<file path="src/rtl/period_meter_pkg.sv">
// Shared types and defaults for the period_meter block.
package period_meter_pkg;

  localparam int unsigned PM_WIDTH_DEFAULT = 16;

  typedef enum logic [0:0] {
    IDLE    = 1'b0,
    MEASURE = 1'b1
  } pm_state_e;

endpackage

</file>
<file path="src/rtl/period_meter_edge.sv">
// Edge detector for period_meter; PERIOD_METER_SYNC_EN adds a 2-flop
// synchronizer in front of the edge register so sig_in may be asynchronous.
module period_meter_edge (
  input  logic clk,
  input  logic rst_n,
  input  logic sig_in,
  output logic rise,
  output logic fall
);

  logic sig_s;
  logic sig_q_r;

`ifdef PERIOD_METER_SYNC_EN
  logic sync1_r;
  logic sync2_r;

  // Two-stage synchronizer for an asynchronous sig_in.
  always_ff @(posedge clk or negedge rst_n) begin
    if (!rst_n) begin
      sync1_r <= 1'b0;
      sync2_r <= 1'b0;
    end else begin
      sync1_r <= sig_in;
      sync2_r <= sync1_r;
    end
  end

  assign sig_s = sync2_r;
`else
  assign sig_s = sig_in;
`endif

  // Previous-cycle copy of the signal; reset low so a high input rises at once.
  always_ff @(posedge clk or negedge rst_n) begin
    if (!rst_n) begin
      sig_q_r <= 1'b0;
    end else begin
      sig_q_r <= sig_s;
    end
  end

  assign rise = sig_s & ~sig_q_r;
  assign fall = ~sig_s & sig_q_r;

endmodule

</file>
<file path="src/rtl/period_meter.sv">
// Period / high-time meter for a slow clk-synchronous square wave.
// Optional input synchronizer selected by PERIOD_METER_SYNC_EN.
module period_meter
  import period_meter_pkg::*;
#(
  parameter int unsigned WIDTH = PM_WIDTH_DEFAULT
) (
  input  logic             clk,
  input  logic             rst_n,
  input  logic             sig_in,
  output logic [WIDTH-1:0] period_o,
  output logic [WIDTH-1:0] high_o,
  output logic             valid_o,
  input  logic             ready_i,
  output logic             overflow_o,
  output logic             overrun_o
);

  localparam logic [WIDTH-1:0] CNT_ZERO = {WIDTH{1'b0}};
  localparam logic [WIDTH-1:0] CNT_ONE  = {{(WIDTH-1){1'b0}}, 1'b1};
  localparam logic [WIDTH-1:0] CNT_MAX  = {WIDTH{1'b1}};

  pm_state_e        state_r, state_next_s;
  logic [WIDTH-1:0] cnt_r, cnt_next_s;
  logic [WIDTH-1:0] high_acc_r, high_next_s;
  logic [WIDTH-1:0] period_r, high_r;
  logic             valid_r, overflow_r, overrun_r;
  logic             rise_s, fall_s;
  logic             done_s, ovf_s, load_s, drop_s;

  period_meter_edge u_edge (
    .clk    (clk),
    .rst_n  (rst_n),
    .sig_in (sig_in),
    .rise   (rise_s),
    .fall   (fall_s)
  );

  // FSM next state, counter and high-time capture.
  always_comb begin
    state_next_s = state_r;
    cnt_next_s   = cnt_r;
    high_next_s  = high_acc_r;
    done_s       = 1'b0;
    ovf_s        = 1'b0;
    case (state_r)
      IDLE: begin
        if (rise_s) begin
          cnt_next_s   = CNT_ONE;
          state_next_s = MEASURE;
        end else begin
          cnt_next_s   = CNT_ZERO;
        end
      end
      MEASURE: begin
        if (rise_s) begin
          done_s     = 1'b1;
          cnt_next_s = CNT_ONE;
        end else if (cnt_r == CNT_MAX) begin
          // Saturated without a rise: abandon this interval entirely.
          ovf_s        = 1'b1;
          cnt_next_s   = CNT_ZERO;
          high_next_s  = CNT_ZERO;
          state_next_s = IDLE;
        end else begin
          cnt_next_s = cnt_r + CNT_ONE;
          if (fall_s) begin
            high_next_s = cnt_r;
          end else begin
            high_next_s = high_acc_r;
          end
        end
      end
      default: begin
        cnt_next_s   = CNT_ZERO;
        high_next_s  = CNT_ZERO;
        state_next_s = IDLE;
      end
    endcase
    load_s = done_s & (~valid_r | ready_i);
    drop_s = done_s & valid_r & ~ready_i;
  end

  // FSM state, counter and high-time accumulator registers.
  always_ff @(posedge clk or negedge rst_n) begin
    if (!rst_n) begin
      state_r    <= IDLE;
      cnt_r      <= CNT_ZERO;
      high_acc_r <= CNT_ZERO;
    end else begin
      state_r    <= state_next_s;
      cnt_r      <= cnt_next_s;
      high_acc_r <= high_next_s;
    end
  end

  // Single-entry result register and one-cycle status pulses.
  always_ff @(posedge clk or negedge rst_n) begin
    if (!rst_n) begin
      period_r   <= CNT_ZERO;
      high_r     <= CNT_ZERO;
      valid_r    <= 1'b0;
      overflow_r <= 1'b0;
      overrun_r  <= 1'b0;
    end else begin
      if (load_s) begin
        period_r <= cnt_r;
        high_r   <= high_acc_r;
        valid_r  <= 1'b1;
      end else if (valid_r && ready_i) begin
        valid_r  <= 1'b0;
      end else begin
        valid_r  <= valid_r;
      end
      overflow_r <= ovf_s;
      overrun_r  <= drop_s;
    end
  end

  assign period_o   = period_r;
  assign high_o     = high_r;
  assign valid_o    = valid_r;
  assign overflow_o = overflow_r;
  assign overrun_o  = overrun_r;

endmodule

</file>
<file path="config.mk">
export PLATFORM = sky130hd
export DESIGN_NAME = period_meter
export DESIGN_NICKNAME = d
export VERILOG_FILES = /design/src/rtl/period_meter_pkg.sv /design/src/rtl/period_meter_edge.sv /design/src/rtl/period_meter.sv
export SDC_FILE = /design/constraint.sdc
export NUM_CORES = 1
export LEC_CHECK = 0
export CAP_MARGIN = 20
export CORE_MARGIN = 2
export CORE_UTILIZATION = 50
export DETAILED_ROUTE_END_ITERATION = 12
export PLACE_DENSITY = 0.73
export SETUP_SLACK_MARGIN = 0.05
export SLEW_MARGIN = 20
export SYNTH_ARGS = -nofsm -noshare
export SYNTH_HDL_FRONTEND = slang
export SYNTH_SLANG_ARGS = --single-unit
</file>
<file path="constraint.sdc">
create_clock -name clk -period 3.5 [get_ports clk]
set_input_delay 0.875 -clock clk [delete_from_list [all_inputs] [get_ports clk]]
set_output_delay 0.875 -clock clk [all_outputs]
set_load 0.005 [all_outputs]
</file>
== Word level (Yosys, flattened, before mapping) ==
Index checks and enable logic that the tools add are counted.
Storage, ports and cells
  flip-flop bits (word level): 69
  output and inout bits: 35
  word-level logic and storage cells: 43
Cells by class
  add/subtract/negate cells: 1
  eq/ne operators: 1
  muxes and demuxes: 16
  bitwise gates (word level): 12
  reductions and logical operators: 4
Operator list (number)
  $mux 16: 4
  $pmux 16 s2: 1
  $add 16x1->16 const B: 1
  $eq 16x16->1 const B: 1
  $mux 1: 10
  $not 1->1: 6
  $and 1x1->1: 5
  $reduce_bool 2->1: 2
  $reduce_and 3->1: 1
  $pmux 1 s2: 1
  $logic_and 1x1->1: 1
  $or 1x1->1: 1

== Logic depth before layout (Yosys ltp) ==
  depth in word-level cells: 6
  depth in mapped cells: 7
  gate-level depth less buffers: 5

== Hierarchy ==
A second synthesis with hierarchy kept.
Unflattened totals
  cell total of the unflattened synthesis: 234
  area, all modules: 2791.4 sq um
By module, submodules not included
  period_meter: times used 1, cells an instance 231, area each 2751.4 sq um, sequential area each 1701.6 sq um
  period_meter_edge: times used 1, cells an instance 3, area each 40.0 sq um, sequential area each 25.0 sq um

== Least setup slack after synthesis ==
No wires, ideal clock.
  path kind: input-to-reg
  from: input port sig_in
  to: register high_r[0], in the netlist high_o[0]
  library setup time: 125 ps
  arrival time: 2132 ps
  setup slack: 1243 ps
  stages on the path: 6
  path buffers: 3
  cell sequence: clkbuf_1 > nand3_1 > nor2b_1 > clkbuf_1 > buf_2 > mux2_2
On the way
  longest elaborated chain between the ends: 4
Ends and longest elaborated chain
  from (decl): line period_meter.sv:10  | input logic sig_in,
  $and 1x1->1: line period_meter_edge.sv:43  | assign rise = sig_s & ~sig_q_r;
  $mux 1: line period_meter.sv:56  | if (rise_s) begin
  $mux 1: line period_meter.sv:46  | case (state_r)
  $and 1x1->1: line period_meter.sv:80  | load_s = done_s & (~valid_r | ready_i);
  to (signal assigned): line period_meter.sv:108  | high_r <= high_acc_r;
  to (decl): line period_meter.sv:26  | logic [WIDTH-1:0] period_r, high_r;
No other way between the ends.
A chain may end at the register's enable or synchronous reset.

== Worst setup path after layout ==
  from: register cnt_r[0]
  to: register high_acc_r[14]
On the way
  longest elaborated chain between the ends: 3
  elaborated cells on any way between the ends: 4
  those cells by class: eq/ne (1); mux (1); reduce/logical (2)
Ends and longest elaborated chain
  from (decl): line period_meter.sv:24  | logic [WIDTH-1:0] cnt_r, cnt_next_s;
  from (signal assigned): line period_meter.sv:92  | cnt_r <= cnt_next_s;
  $eq 16x16->1 *: line period_meter.sv:59  | end else if (cnt_r == CNT_MAX) begin
  $reduce_bool 2->1 (no source line)
  $reduce_and 3->1 (no source line)
  to (signal assigned): line period_meter.sv:93  | high_acc_r <= high_next_s;
  to (decl): line period_meter.sv:25  | logic [WIDTH-1:0] high_acc_r, high_next_s;
Mark *: on every way between the ends. The rest lies on a longest branch, timed or not.

==> out/results.txt <==
The source-to-sink clock delay at the later pin of the worst-skew pair is 0.33 ns. After legalization and detailed placement, the total HPWL measured 4070 um. The critical path class was reg2reg. For the pin with the worst max-slew slack, the measured transition is 1.01 ns. Setup violations remaining at the end of the flow were counted as 0. From bottom edge to top edge, the die measures 82.7 um. Summing all multi-input logic gate instances after layout gives 1230 sq um.

The die boundary width works out to 82.7 um. The biggest area contributor in the post-synthesis netlist is dfrtp_1. The run gives 0 as the warning count from the yosys run. The share of the yosys chip area belonging to registers was 0.558; the number of remaining DRC errors was 0.

Yosys mapped a number of flops with a built-in enable equal to 0. The data arrival time at the worst-slack endpoint came out at 2.92 ns. The run gives 31 as the count of cell types in the netlist. After clock tree synthesis, the repair step resized 0 gates. Summing internal, switching and leakage power gives 1820 uW. First-pass detailed-route iteration total: 4. Clock-pin slew was measured on the worst setup and hold paths at 0.07 ns. The routed layout has 2127 vias. The core area came out at 5960 sq um.

Biggest cell delay along the critical path: 1.04 ns. In the synthesized netlist the dominant register cell turns out to be dfrtp_1. The share of the clock period used by the worst path after layout is 0.770. Setup repair after global routing left no endpoint under its margin.

In this run the tool buffered the top-level ports with 38 buffer cells. Wires add up to 6070 um. Nature of the critical path endpoint: a register. The final count of hold timing violations is 0. The total global-route track usage is 0.200. Cell at the root of the clock tree: clkbuf_8. The utilization of the core after routing is 0.612, and the sum of negative setup slack is 0 ns. The number of buffers inserted by hold repair at cts was 0; the maximum clock path buffer count was 2. The largest net degree at the start of global routing was 33; the die outline area was 6830 sq um. For the number of fillers in the final layout, the log shows 484.

TritonCTS built the clock tree. Area fraction of the dominant cell type after synthesis: 0.558. The power per unit of standard cell area is 500 nW/um^2, and the area growth from synthesis to final layout is 17.9%. The tools report the critical path startpoint category as a register. By count the netlist is led by 69 x dfrtp_1, 30 x mux2_2, 23 x nand2_1. Antenna diode instance count: 0. Averaged over all synthesized cells, the footprint is 11.6 sq um. The initial antenna violation count was 0. The max-slew violation count was 0; the maximum clock frequency was 371 MHz. The run gives 1730 sq um as the sequential standard cell area.

The run gives 374 as the final standard cell count with taps included and fillers excluded. After synthesis, the cell types taking the most area are dfrtp_1 56%, mux2_2 11%, a41oi_1 4.0%. After layout, the minimum clock period comes to 2.70 ns.

In this run the static leakage power is 0.00162 uW. Data on the critical path is required at its endpoint by 3.72 ns. After clock tree synthesis, the setup repair step added 0 buffers. The library cell with the highest instance count after synthesis was dfrtp_1. Max-cap violations in this run came to 0. The share of layout cells above drive strength 1 is 0.181, and the number of nets at the end of the flow is 301. Share of flip-flops with an asynchronous set or reset after synthesis: 1.00. The number of clock sinks is 69, and the initial cell density of the core is 0.519. The run gives 0.80 ns as the flop-to-flop setup slack. Clock tree synthesis inserted a total of 9 buffers. Number of placed instances, taps included: 360. VDD sags by at most 0.000305 V. The slowest stage of the critical path belongs to the cell or4_1. Summing every instance area after synthesis gives 3090 sq um. For the remaining antenna violation count after routing, the log shows 0. In this run the worst hold path is classified as in2async.

The run gives 9990 um as the first-pass GRT wire length. Synthesis inferred 69 register bits. The logs give 3 for the depth of the CTS H-tree and 0 for the global route total overflow. The floorplan has 28 rows. During I/O placement, the number of pins put on the boundary was 39.

The average wire per standard cell came out at 16.2 um. Walking the worst path, the cells encountered are ha_1 > nand4_2 > or4_1 > a41oi_1 > nand2_1. The number of global-route vias before repair was 2015.

When the netlist entered floorplanning its net count stood at 271. Of all nets on the critical path, the largest fanout is 32. DRC marker count from the first detailed-route iteration: 131. Synthesis produced 266 cells. Using the TritonRoute via totals, the vias-per-cell ratio works out to 5.69. For the final database, setup skew stands at 0.00754 ns. The flow ran to the end, and the final reports show no timing, DRC or antenna violations.

The tools report the max-slew headroom at the worst pin as 0.324. Routability-driven placement finished with a final weighted congestion of 0.808.
-- flip-flops by register name (all words and copies together), names as in the netlist --
name	cells
cnt_r	16
high_o	16
overrun_o	1
overflow_o	1
u_edge.sig_q_r	1
valid_o	1
high_acc_r	16
state_r	1
period_o	16
-- logic make-up (layout without fill, tap and decap cells) --
family,count (synthesis),count (layout),synth area share
buffers and inverters,29,62,0.0453
flip-flops,69,69,0.558
XOR/XNOR,14,14,0.0396
AO/OA/AOI/OAI,48,48,0.123
adder cells (fa/ha/maj),1,1,0.00404
multiplexers,32,32,0.117
AND/OR/NAND/NOR,73,73,0.113
-- placed cells by master, fill, tap and decap left out, types with 2 or more instances in the layout --
master           netlist  layout
nand4_1                3       3
nand2_1               23      23
nor2_1                21      21
nor3_1                 6       6
buf_4                  2       5
dfrtp_1               69      69
clkdlybuf4s50_1        0      37
nand2b_1               2       2
inv_1                  4       4
xnor2_1               12      12
nor4_1                 4       4
xor2_1                 2       2
mux2_2                30      30
clkbuf_8               0      11
mux2_1                 2       2
nand3_1                7       7
o211ai_1              15      15
a41oi_1               14      14
nand4_2                2       2
clkinv_2               0       2
a21boi_0              15      15
-- final cells by class --
| cell class | instances | share of cell area |
|---|---|---|
| inverters | 5 | 0.00515 |
| flip-flops and latches | 69 | 0.474 |
| clock inverters | 2 | 0.00275 |
| clock buffers | 12 | 0.0426 |
| repair buffers | 43 | 0.113 |
| multi-input cells | 168 | 0.337 |
| well taps | 75 | 0.0257 |
-- routing by layer --
layer / up-vias / GRT usage / share of wire
li1: 1023 / - / -
met1: 1047 / 0.278 / 0.48
met2: 45 / 0.294 / 0.46
met3: 12 / 0.0435 / 0.036
met4: 0 / 0.110 / 0.022
met5: - / 0 / 0
-- path summary, 6_finish.rpt --
check / startpoint / endpoint / cells after the start
max in group asynchronous: rst_n / high_acc_r[7]$_DFFE_PN0P_ / 2
worst max-delay path: cnt_r[0]$_DFF_PN0_ / high_acc_r[14]$_DFFE_PN0P_ / 5
min in group clk: high_o[1]$_DFFE_PN0P_ / high_o[1]$_DFFE_PN0P_ / 1
worst min register to register: high_o[1]$_DFFE_PN0P_ / high_o[1]$_DFFE_PN0P_ / 1
worst min-delay path: rst_n / period_o[4]$_DFFE_PN0P_ / 1
worst max register to register: cnt_r[0]$_DFF_PN0_ / high_acc_r[14]$_DFFE_PN0P_ / 5
-- worst max-delay path: cells and delay by family (launching register included) --
family                     cells  cell delay [ns]
adders and majority gates      1             0.28
AOI/OAI and AO/OA              1             0.44
DFF                            1             0.51
and+or+nand+nor                3             1.34
-- report_power, final --
group	internal [uW]	switching, uW	total [uW]
logic	178	108	286
clock network	286	270	556
registers	893	89.4	982
total	1360	468	1820
-- metrics by stage --
step	setup WS [ns]	hold WS [ns]	instance area [sq um]
floorplan	1.24	0.480	3090
global placement	0.729	0.467	3480
detailed placement	0.665	0.480	3480
CTS	0.810	0.494	3650
global route	0.620	0.510	3650
finish	0.805	0.481	3650
Note: power is estimated with default switching activity, not from simulation.
